===== src/rtl/load_store_unit_if.sv =====
// Request/response and data-memory signals of the load/store unit.
// slave = the unit itself; master = the pipeline/memory environment driving it.
interface load_store_unit_if #(
    parameter int DATA_WIDTH = 32,
    parameter int ADDR_WIDTH = 32
);
    logic                  req_valid;
    logic                  req_ready;
    logic                  req_we;
    logic [2:0]            req_funct3;
    logic [ADDR_WIDTH-1:0] req_addr;
    logic [DATA_WIDTH-1:0] req_wdata;
    logic                  resp_valid;
    logic [DATA_WIDTH-1:0] resp_rdata;
    logic                  resp_misaligned;
    logic                  resp_illegal;
    logic                  mem_we;
    logic                  mem_valid;
    logic [ADDR_WIDTH-1:0] mem_addr;
    logic [DATA_WIDTH-1:0] mem_wdata;
    logic [DATA_WIDTH-1:0] mem_rdata;

    modport slave (
        input  req_valid, req_we, req_funct3, req_addr, req_wdata, mem_rdata,
        output req_ready, resp_valid, resp_rdata, resp_misaligned, resp_illegal,
        output mem_we, mem_valid, mem_addr, mem_wdata
    );

    modport master (
        output req_valid, req_we, req_funct3, req_addr, req_wdata, mem_rdata,
        input  req_ready, resp_valid, resp_rdata, resp_misaligned, resp_illegal,
        input  mem_we, mem_valid, mem_addr, mem_wdata
    );
endinterface


===== src/rtl/load_store_unit.sv =====
// Memory-stage load/store unit: byte-lane select, sign/zero extension,
// read-modify-write for SB/SH, and fault detection, one registered response per request.
//   state  | meaning
//   IDLE   | ready; loads, SW and faults complete here; SB/SH read the word
//   RMW    | write back the merged word held from the accept cycle
module load_store_unit #(
    parameter int DATA_WIDTH = 32,
    parameter int ADDR_WIDTH = 32
) (
    input logic                i_clk,
    input logic                i_rst,
    load_store_unit_if.slave   bus
);
    typedef enum logic {S_IDLE, S_RMW} state_t;

    state_t                r_state;
    state_t                w_next;
    logic                  w_accept;
    logic                  w_illegal;
    logic                  w_misaligned;
    logic                  w_ok;
    logic                  w_is_sw;
    logic [ADDR_WIDTH-1:0] w_word_addr;
    logic [7:0]            w_byte;
    logic [15:0]           w_half;
    logic [DATA_WIDTH-1:0] w_load_data;
    logic [DATA_WIDTH-1:0] w_merged;
    logic [ADDR_WIDTH-1:0] r_hold_addr;
    logic [DATA_WIDTH-1:0] r_hold_word;
    logic                  r_resp_valid;
    logic [DATA_WIDTH-1:0] r_resp_rdata;
    logic                  r_resp_misaligned;
    logic                  r_resp_illegal;

    assign w_accept    = bus.req_valid && (r_state == S_IDLE) && !i_rst;
    assign w_illegal   = bus.req_we ? (bus.req_funct3 > 3'd2)
                                    : (bus.req_funct3 == 3'd3 || bus.req_funct3[2:1] == 2'b11);
    assign w_misaligned = (bus.req_funct3[1:0] == 2'b01 && bus.req_addr[0]) ||
                          (bus.req_funct3[1:0] == 2'b10 && bus.req_addr[1:0] != 2'b00);
    assign w_ok        = w_accept && !w_illegal && !w_misaligned;
    assign w_is_sw     = bus.req_we && (bus.req_funct3[1:0] == 2'b10);
    assign w_word_addr = {bus.req_addr[ADDR_WIDTH-1:2], 2'b00};
    assign w_half      = bus.req_addr[1] ? bus.mem_rdata[31:16] : bus.mem_rdata[15:0];

    always_comb begin
        w_byte = bus.mem_rdata[7:0];
        case (bus.req_addr[1:0])
            2'd1:    w_byte = bus.mem_rdata[15:8];
            2'd2:    w_byte = bus.mem_rdata[23:16];
            2'd3:    w_byte = bus.mem_rdata[31:24];
            default: w_byte = bus.mem_rdata[7:0];
        endcase
    end

    always_comb begin
        w_load_data = bus.mem_rdata;
        case (bus.req_funct3)
            3'b000:  w_load_data = {{(DATA_WIDTH-8){w_byte[7]}}, w_byte};
            3'b001:  w_load_data = {{(DATA_WIDTH-16){w_half[15]}}, w_half};
            3'b100:  w_load_data = {{(DATA_WIDTH-8){1'b0}}, w_byte};
            3'b101:  w_load_data = {{(DATA_WIDTH-16){1'b0}}, w_half};
            default: w_load_data = bus.mem_rdata;
        endcase
    end

    // The store data is merged into the read word at accept, so RMW only replays the hold register.
    always_comb begin
        w_merged = bus.mem_rdata;
        if (bus.req_funct3[0]) begin
            if (bus.req_addr[1]) w_merged[31:16] = bus.req_wdata[15:0];
            else                 w_merged[15:0]  = bus.req_wdata[15:0];
        end else begin
            case (bus.req_addr[1:0])
                2'd0:    w_merged[7:0]   = bus.req_wdata[7:0];
                2'd1:    w_merged[15:8]  = bus.req_wdata[7:0];
                2'd2:    w_merged[23:16] = bus.req_wdata[7:0];
                default: w_merged[31:24] = bus.req_wdata[7:0];
            endcase
        end
    end

    always_ff @(posedge i_clk) begin
        if (i_rst) r_state <= S_IDLE;
        else       r_state <= w_next;
    end

    always_comb begin
        w_next = r_state;
        case (r_state)
            S_IDLE:  if (w_ok && bus.req_we && !w_is_sw) w_next = S_RMW;
            S_RMW:   w_next = S_IDLE;
            default: w_next = S_IDLE;
        endcase
    end

    always_comb begin
        bus.req_ready = (r_state == S_IDLE) && !i_rst;
        bus.mem_we    = 1'b0;
        bus.mem_valid = 1'b0;
        bus.mem_addr  = '0;
        bus.mem_wdata = '0;
        case (r_state)
            S_IDLE: begin
                if (w_ok) begin
                    bus.mem_valid = 1'b1;
                    bus.mem_addr  = w_word_addr;
                    if (w_is_sw) begin
                        bus.mem_we    = 1'b1;
                        bus.mem_wdata = bus.req_wdata;
                    end
                end
            end
            S_RMW: begin
                if (!i_rst) begin
                    bus.mem_we    = 1'b1;
                    bus.mem_valid = 1'b1;
                    bus.mem_addr  = r_hold_addr;
                    bus.mem_wdata = r_hold_word;
                end
            end
            default: ;
        endcase
    end

    always_ff @(posedge i_clk) begin
        if (i_rst) begin
            r_resp_valid      <= 1'b0;
            r_resp_rdata      <= '0;
            r_resp_misaligned <= 1'b0;
            r_resp_illegal    <= 1'b0;
            r_hold_addr       <= '0;
            r_hold_word       <= '0;
        end else begin
            r_resp_valid      <= 1'b0;
            r_resp_rdata      <= '0;
            r_resp_misaligned <= 1'b0;
            r_resp_illegal    <= 1'b0;
            if (w_accept) begin
                if (w_illegal) begin
                    r_resp_valid   <= 1'b1;
                    r_resp_illegal <= 1'b1;
                end else if (w_misaligned) begin
                    r_resp_valid      <= 1'b1;
                    r_resp_misaligned <= 1'b1;
                end else if (!bus.req_we) begin
                    r_resp_valid <= 1'b1;
                    r_resp_rdata <= w_load_data;
                end else if (w_is_sw) begin
                    r_resp_valid <= 1'b1;
                end else begin
                    r_hold_addr <= w_word_addr;
                    r_hold_word <= w_merged;
                end
            end else if (r_state == S_RMW) begin
                r_resp_valid <= 1'b1;
            end
        end
    end

    assign bus.resp_valid      = r_resp_valid;
    assign bus.resp_rdata      = r_resp_rdata;
    assign bus.resp_misaligned = r_resp_misaligned;
    assign bus.resp_illegal    = r_resp_illegal;
endmodule


===== src/flat_wrapper.sv =====
// flat-port wrapper written by rule: the top's interface ports become plain ports
module load_store_unit_flat 
#(
    parameter int DATA_WIDTH = 32,
    parameter int ADDR_WIDTH = 32
)
  (i_clk, i_rst, bus_req_valid, bus_req_we, bus_req_funct3, bus_req_addr, bus_req_wdata, bus_mem_rdata, bus_req_ready, bus_resp_valid, bus_resp_rdata, bus_resp_misaligned, bus_resp_illegal, bus_mem_we, bus_mem_valid, bus_mem_addr, bus_mem_wdata);
  load_store_unit_if #(.DATA_WIDTH(DATA_WIDTH), .ADDR_WIDTH(ADDR_WIDTH)) bus_i ();
  input logic i_clk;
  input logic i_rst;
  input wire logic [$bits(bus_i.req_valid)-1:0] bus_req_valid;
  input wire logic [$bits(bus_i.req_we)-1:0] bus_req_we;
  input wire logic [$bits(bus_i.req_funct3)-1:0] bus_req_funct3;
  input wire logic [$bits(bus_i.req_addr)-1:0] bus_req_addr;
  input wire logic [$bits(bus_i.req_wdata)-1:0] bus_req_wdata;
  input wire logic [$bits(bus_i.mem_rdata)-1:0] bus_mem_rdata;
  output wire logic [$bits(bus_i.req_ready)-1:0] bus_req_ready;
  output wire logic [$bits(bus_i.resp_valid)-1:0] bus_resp_valid;
  output wire logic [$bits(bus_i.resp_rdata)-1:0] bus_resp_rdata;
  output wire logic [$bits(bus_i.resp_misaligned)-1:0] bus_resp_misaligned;
  output wire logic [$bits(bus_i.resp_illegal)-1:0] bus_resp_illegal;
  output wire logic [$bits(bus_i.mem_we)-1:0] bus_mem_we;
  output wire logic [$bits(bus_i.mem_valid)-1:0] bus_mem_valid;
  output wire logic [$bits(bus_i.mem_addr)-1:0] bus_mem_addr;
  output wire logic [$bits(bus_i.mem_wdata)-1:0] bus_mem_wdata;
  assign bus_i.req_valid = bus_req_valid;
  assign bus_i.req_we = bus_req_we;
  assign bus_i.req_funct3 = bus_req_funct3;
  assign bus_i.req_addr = bus_req_addr;
  assign bus_i.req_wdata = bus_req_wdata;
  assign bus_i.mem_rdata = bus_mem_rdata;
  assign bus_req_ready = bus_i.req_ready;
  assign bus_resp_valid = bus_i.resp_valid;
  assign bus_resp_rdata = bus_i.resp_rdata;
  assign bus_resp_misaligned = bus_i.resp_misaligned;
  assign bus_resp_illegal = bus_i.resp_illegal;
  assign bus_mem_we = bus_i.mem_we;
  assign bus_mem_valid = bus_i.mem_valid;
  assign bus_mem_addr = bus_i.mem_addr;
  assign bus_mem_wdata = bus_i.mem_wdata;
  load_store_unit #(.DATA_WIDTH(DATA_WIDTH), .ADDR_WIDTH(ADDR_WIDTH)) u_core (.i_clk(i_clk), .i_rst(i_rst), .bus(bus_i));
endmodule

===== config.mk =====
export PLATFORM = sky130hd
export DESIGN_NAME = load_store_unit_flat
export DESIGN_NICKNAME = d
export VERILOG_FILES = /design/src/rtl/load_store_unit_if.sv /design/src/rtl/load_store_unit.sv /design/src/flat_wrapper.sv
export SDC_FILE = /design/constraint.sdc
export NUM_CORES = 1
export LEC_CHECK = 0
export ABC_AREA = 1
export ABC_CLOCK_PERIOD_IN_PS = 1300
export BUFFER_PORTS_ARGS = -buffer_cell sky130_fd_sc_hd__buf_2
export CAP_MARGIN = 20
export CORE_MARGIN = 1
export CORE_UTILIZATION = 46
export DETAILED_ROUTE_END_ITERATION = 12
export GPL_ROUTABILITY_DRIVEN = 0
export PLACE_DENSITY = 0.77
export SETUP_SLACK_MARGIN = 0.15
export SKIP_LAST_GASP = 1
export SLEW_MARGIN = 20
export SYNTH_ARGS = -nofsm -noshare
export SYNTH_HDL_FRONTEND = slang
export SYNTH_SLANG_ARGS = --single-unit
export TNS_END_PERCENT = 5

===== constraint.sdc =====
create_clock -name i_clk -period 1.3 [get_ports i_clk]
set_input_delay 0.13 -clock i_clk [delete_from_list [all_inputs] [get_ports i_clk]]
set_output_delay 0.13 -clock i_clk [all_outputs]
set_load 0.005 [all_outputs]

==> results.tsv <==
stage	metric	value	unit
run_status	status	complete, but fails checks	
run_status	violations	negative setup slack	
floorplan	rows	41	
placement	dp.cells	1437	
cells_and_area	nets	1390	
placement	place_area	7800	um^2
timing	slew_violations	0	
synth	synth.top_cell.area_share	32.0	%
setup_path	cp-start-kind	flip-flop	
grt	grt_max_degree	42	
clock_network	htree_num_levels	3	
drt	dr.pass1.iters	5	
placement	hpwl	14.7	mm
timing	tns	-28.06	ns
cells_and_area	post-route-util	65.3	%
drt	ant_nets	0	
clock_network	cts_buffers	9	
clock_network	clk_path_buf_depth	2	
setup_path	critPathTopFamily	buffers and inverters	
synth	ys_seq_area_share	32.0	%
power	powerDensity	919	nW/um^2
setup_path	critical-path-max-stage-delay	0.34	ns
cells_and_area	drive_above_1_share	25.9	%
power	peakVddDrop	0.655	mV
setup_path	cp_num_buf_inv	4	
synth	netlist_top_cells_count	308 x nand2_1, 190 x nor2_1, 122 x inv_1, 98 x dfxtp_1, 93 x o21ai_0	
synth	synth_edf_count	0	
setup_path	cp_slowest_cell	dfxtp_2	
timing	setup_slack	-0.463	ns
floorplan	start_util	47.9	%
synth	synth_cell_type_count	26	
synth	ys_ff_latch	98	
clock_network	ctsHoldBuffers	0	
setup_path	crit_type	reg -> out	
synth	synth_warnings	0	
timing	hold_violations	0	
worst_hold_path	hold_class	in -> reg	
drt	wl_per_cell	14.3	um
clock_network	cts_root_buffer	clkbuf_16	
grt	overflow	0	
synth	yosysTopAreaCell	dfxtp_1	
setup_path	path_cells	nor2_4 -> nand2_2 -> clkinv_4 -> nand3_4 -> buf_12 -> clkbuf_16 -> o21ai_0 -> buf_2	
timing	setup_viol	110	
timing	post-route-period-util	136	%
clock_network	numClockSinks	98	
floorplan	die_area	13800	um^2
floorplan	boundaryPins	205	
grt	gr-usage-all-layers	28.5	%
flow_run	maxCapViolations	0	
synth	syn-instance-count	1064	
setup_path	cp-end-kind	primary output	
floorplan	core-area	12800	um^2
setup_path	arrival	1.63	ns
timing	fin_skew	0.00694	ns
drt	drc	0	
drt	vias	7594	
synth	syn_avg_cell_area	5.77	um^2
grt	antenna_found_initial	2	
placement	pre_cts_slack	-0.139	ns
floorplan	fp.dieH	118	um
power	power.total	7.70	mW
grt	grt_pass1_wl	32.0	mm
placement	io_buffers	202	
floorplan	fp.dieW	118	um
synth	async_reset_ff_share	0	%
setup_path	worst_ep_required_time	1.17	ns
cells_and_area	syn2layout_area_growth	36.5	%
synth	synthTopCellsByArea	dfxtp_1 32%, nand2_1 19%, nor2_1 12%	
synth	synth_flop_cell	dfxtp_1	
power	p_leak	4.57	nW
setup_path	crit_fanout	9	
cells_and_area	final_cell_area	8380	um^2
drt	viasPerCell	5.18	
cells_and_area	final-instance-count-excl-fill	1465	
timing	holdWs	0.0960	ns
synth	syn-cell-area	6140	um^2
drt	drt_wl_total	21.0	mm
timing	max_freq	567	MHz
cells_and_area	n_fill_cell	1213	
timing	rsz0062_at_grt	true	
drt	first_iter_violations	674	
clock_network	path_clk_slew	0.07	ns
synth	yosysMostFrequentCell	nand2_1	
grt	grt_pass1_vias	6340	
clock_network	cts_tree	built	
clock_network	clock_latency	0.36	ns
timing	period_needed	1.76	ns
## area by class of cell
cell class                      instances  area [um^2]  area share [%]
Antenna cell                            1         2.50          0.0299
Sequential cell                        98         1960            23.4
Clock inverter                          6          114            1.36
Tap cell                              172          215            2.57
Multi-Input combinational cell        768         3480            41.6
Inverter                              129          493            5.88
Timing Repair Buffer                  281         1880            22.4
Clock buffer                           10          229            2.73
## sequential cells by signal, indices dropped and copies added (netlist names)
| register | flops |
|---|---|
| u_core.bus.resp_valid | 1 |
| u_core.r_hold_word | 32 |
| u_core.r_hold_addr | 30 |
| u_core.bus.resp_illegal | 1 |
| u_core.bus.resp_misaligned | 1 |
| u_core.r_state | 1 |
| u_core.bus.resp_rdata | 32 |
## tightest hold or removal path, delay by kind of cell
kind          cells  cell delay, ns
buf+inv           2            0.14
simple gates      3            0.16
## what timing repair did
action,4_1_cts,5_1_grt
setup buffers,0,2
pin swaps,0,4
setup endpoints to repair,159,160
cloned,0,9
hold endpoints to repair,0,0
resized for setup,0,13
## power by group
group	leakage [nW]	internal, mW	total, mW	switching (mW)
Combinational	3.61	0.600	1.51	0.914
Clock	0.165	1.89	3.12	1.23
Sequential	0.792	3.05	3.07	0.0164
## final timing paths
| kind | depth (start not counted) | start | slack [ns] | to |
|---|---|---|---|---|
| max | 8 | u_core.r_state | -0.46 | bus_mem_addr[31] |
| min | 5 | bus_mem_rdata[20] | 0.1 | u_core.bus.resp_rdata[20] |
| max reg2reg | 9 | u_core.r_state | -0.07 | u_core.bus.resp_rdata[29] |
| min reg2reg | 2 | u_core.r_hold_addr[28] | 0.49 | u_core.r_hold_addr[28] |
## metal layers
metal | routed length (um) | global-route usage [%] | vias up | share of wire (%)
li1 | - | - | 3804 | -
met1 | 9160 | 38.5 | 3368 | 44
met2 | 9440 | 45.5 | 371 | 45
met3 | 1720 | 4.55 | 49 | 8.2
met4 | 643 | 11.2 | 2 | 3.1
met5 | 9 | 0 | - | 0.043
## placed cells by master, fill, tap and decap left out, types with 10 or more instances in the layout
| cell | instances |
|---|---|
| nand2_1 | 307 |
| o21ai_0 | 72 |
| nor2_1 | 187 |
| dfxtp_1 | 97 |
| nand4_1 | 31 |
| buf_4 | 56 |
| clkbuf_16 | 13 |
| buf_12 | 15 |
| nand3_1 | 43 |
| inv_1 | 122 |
| o21ai_1 | 20 |
| a21oi_1 | 30 |
| o21ai_2 | 10 |
| o211ai_1 | 14 |
| o22ai_1 | 30 |
| buf_2 | 202 |
## cell families after synthesis
logic type      count (synthesis)  synth area share [%]
simple gates                  587                  39.1
buf+inv                       200                  13.1
other cells                     1                0.0611
compound gates                178                  15.7
flops                          98                  32.0
(Power assumes the default switching activity.)
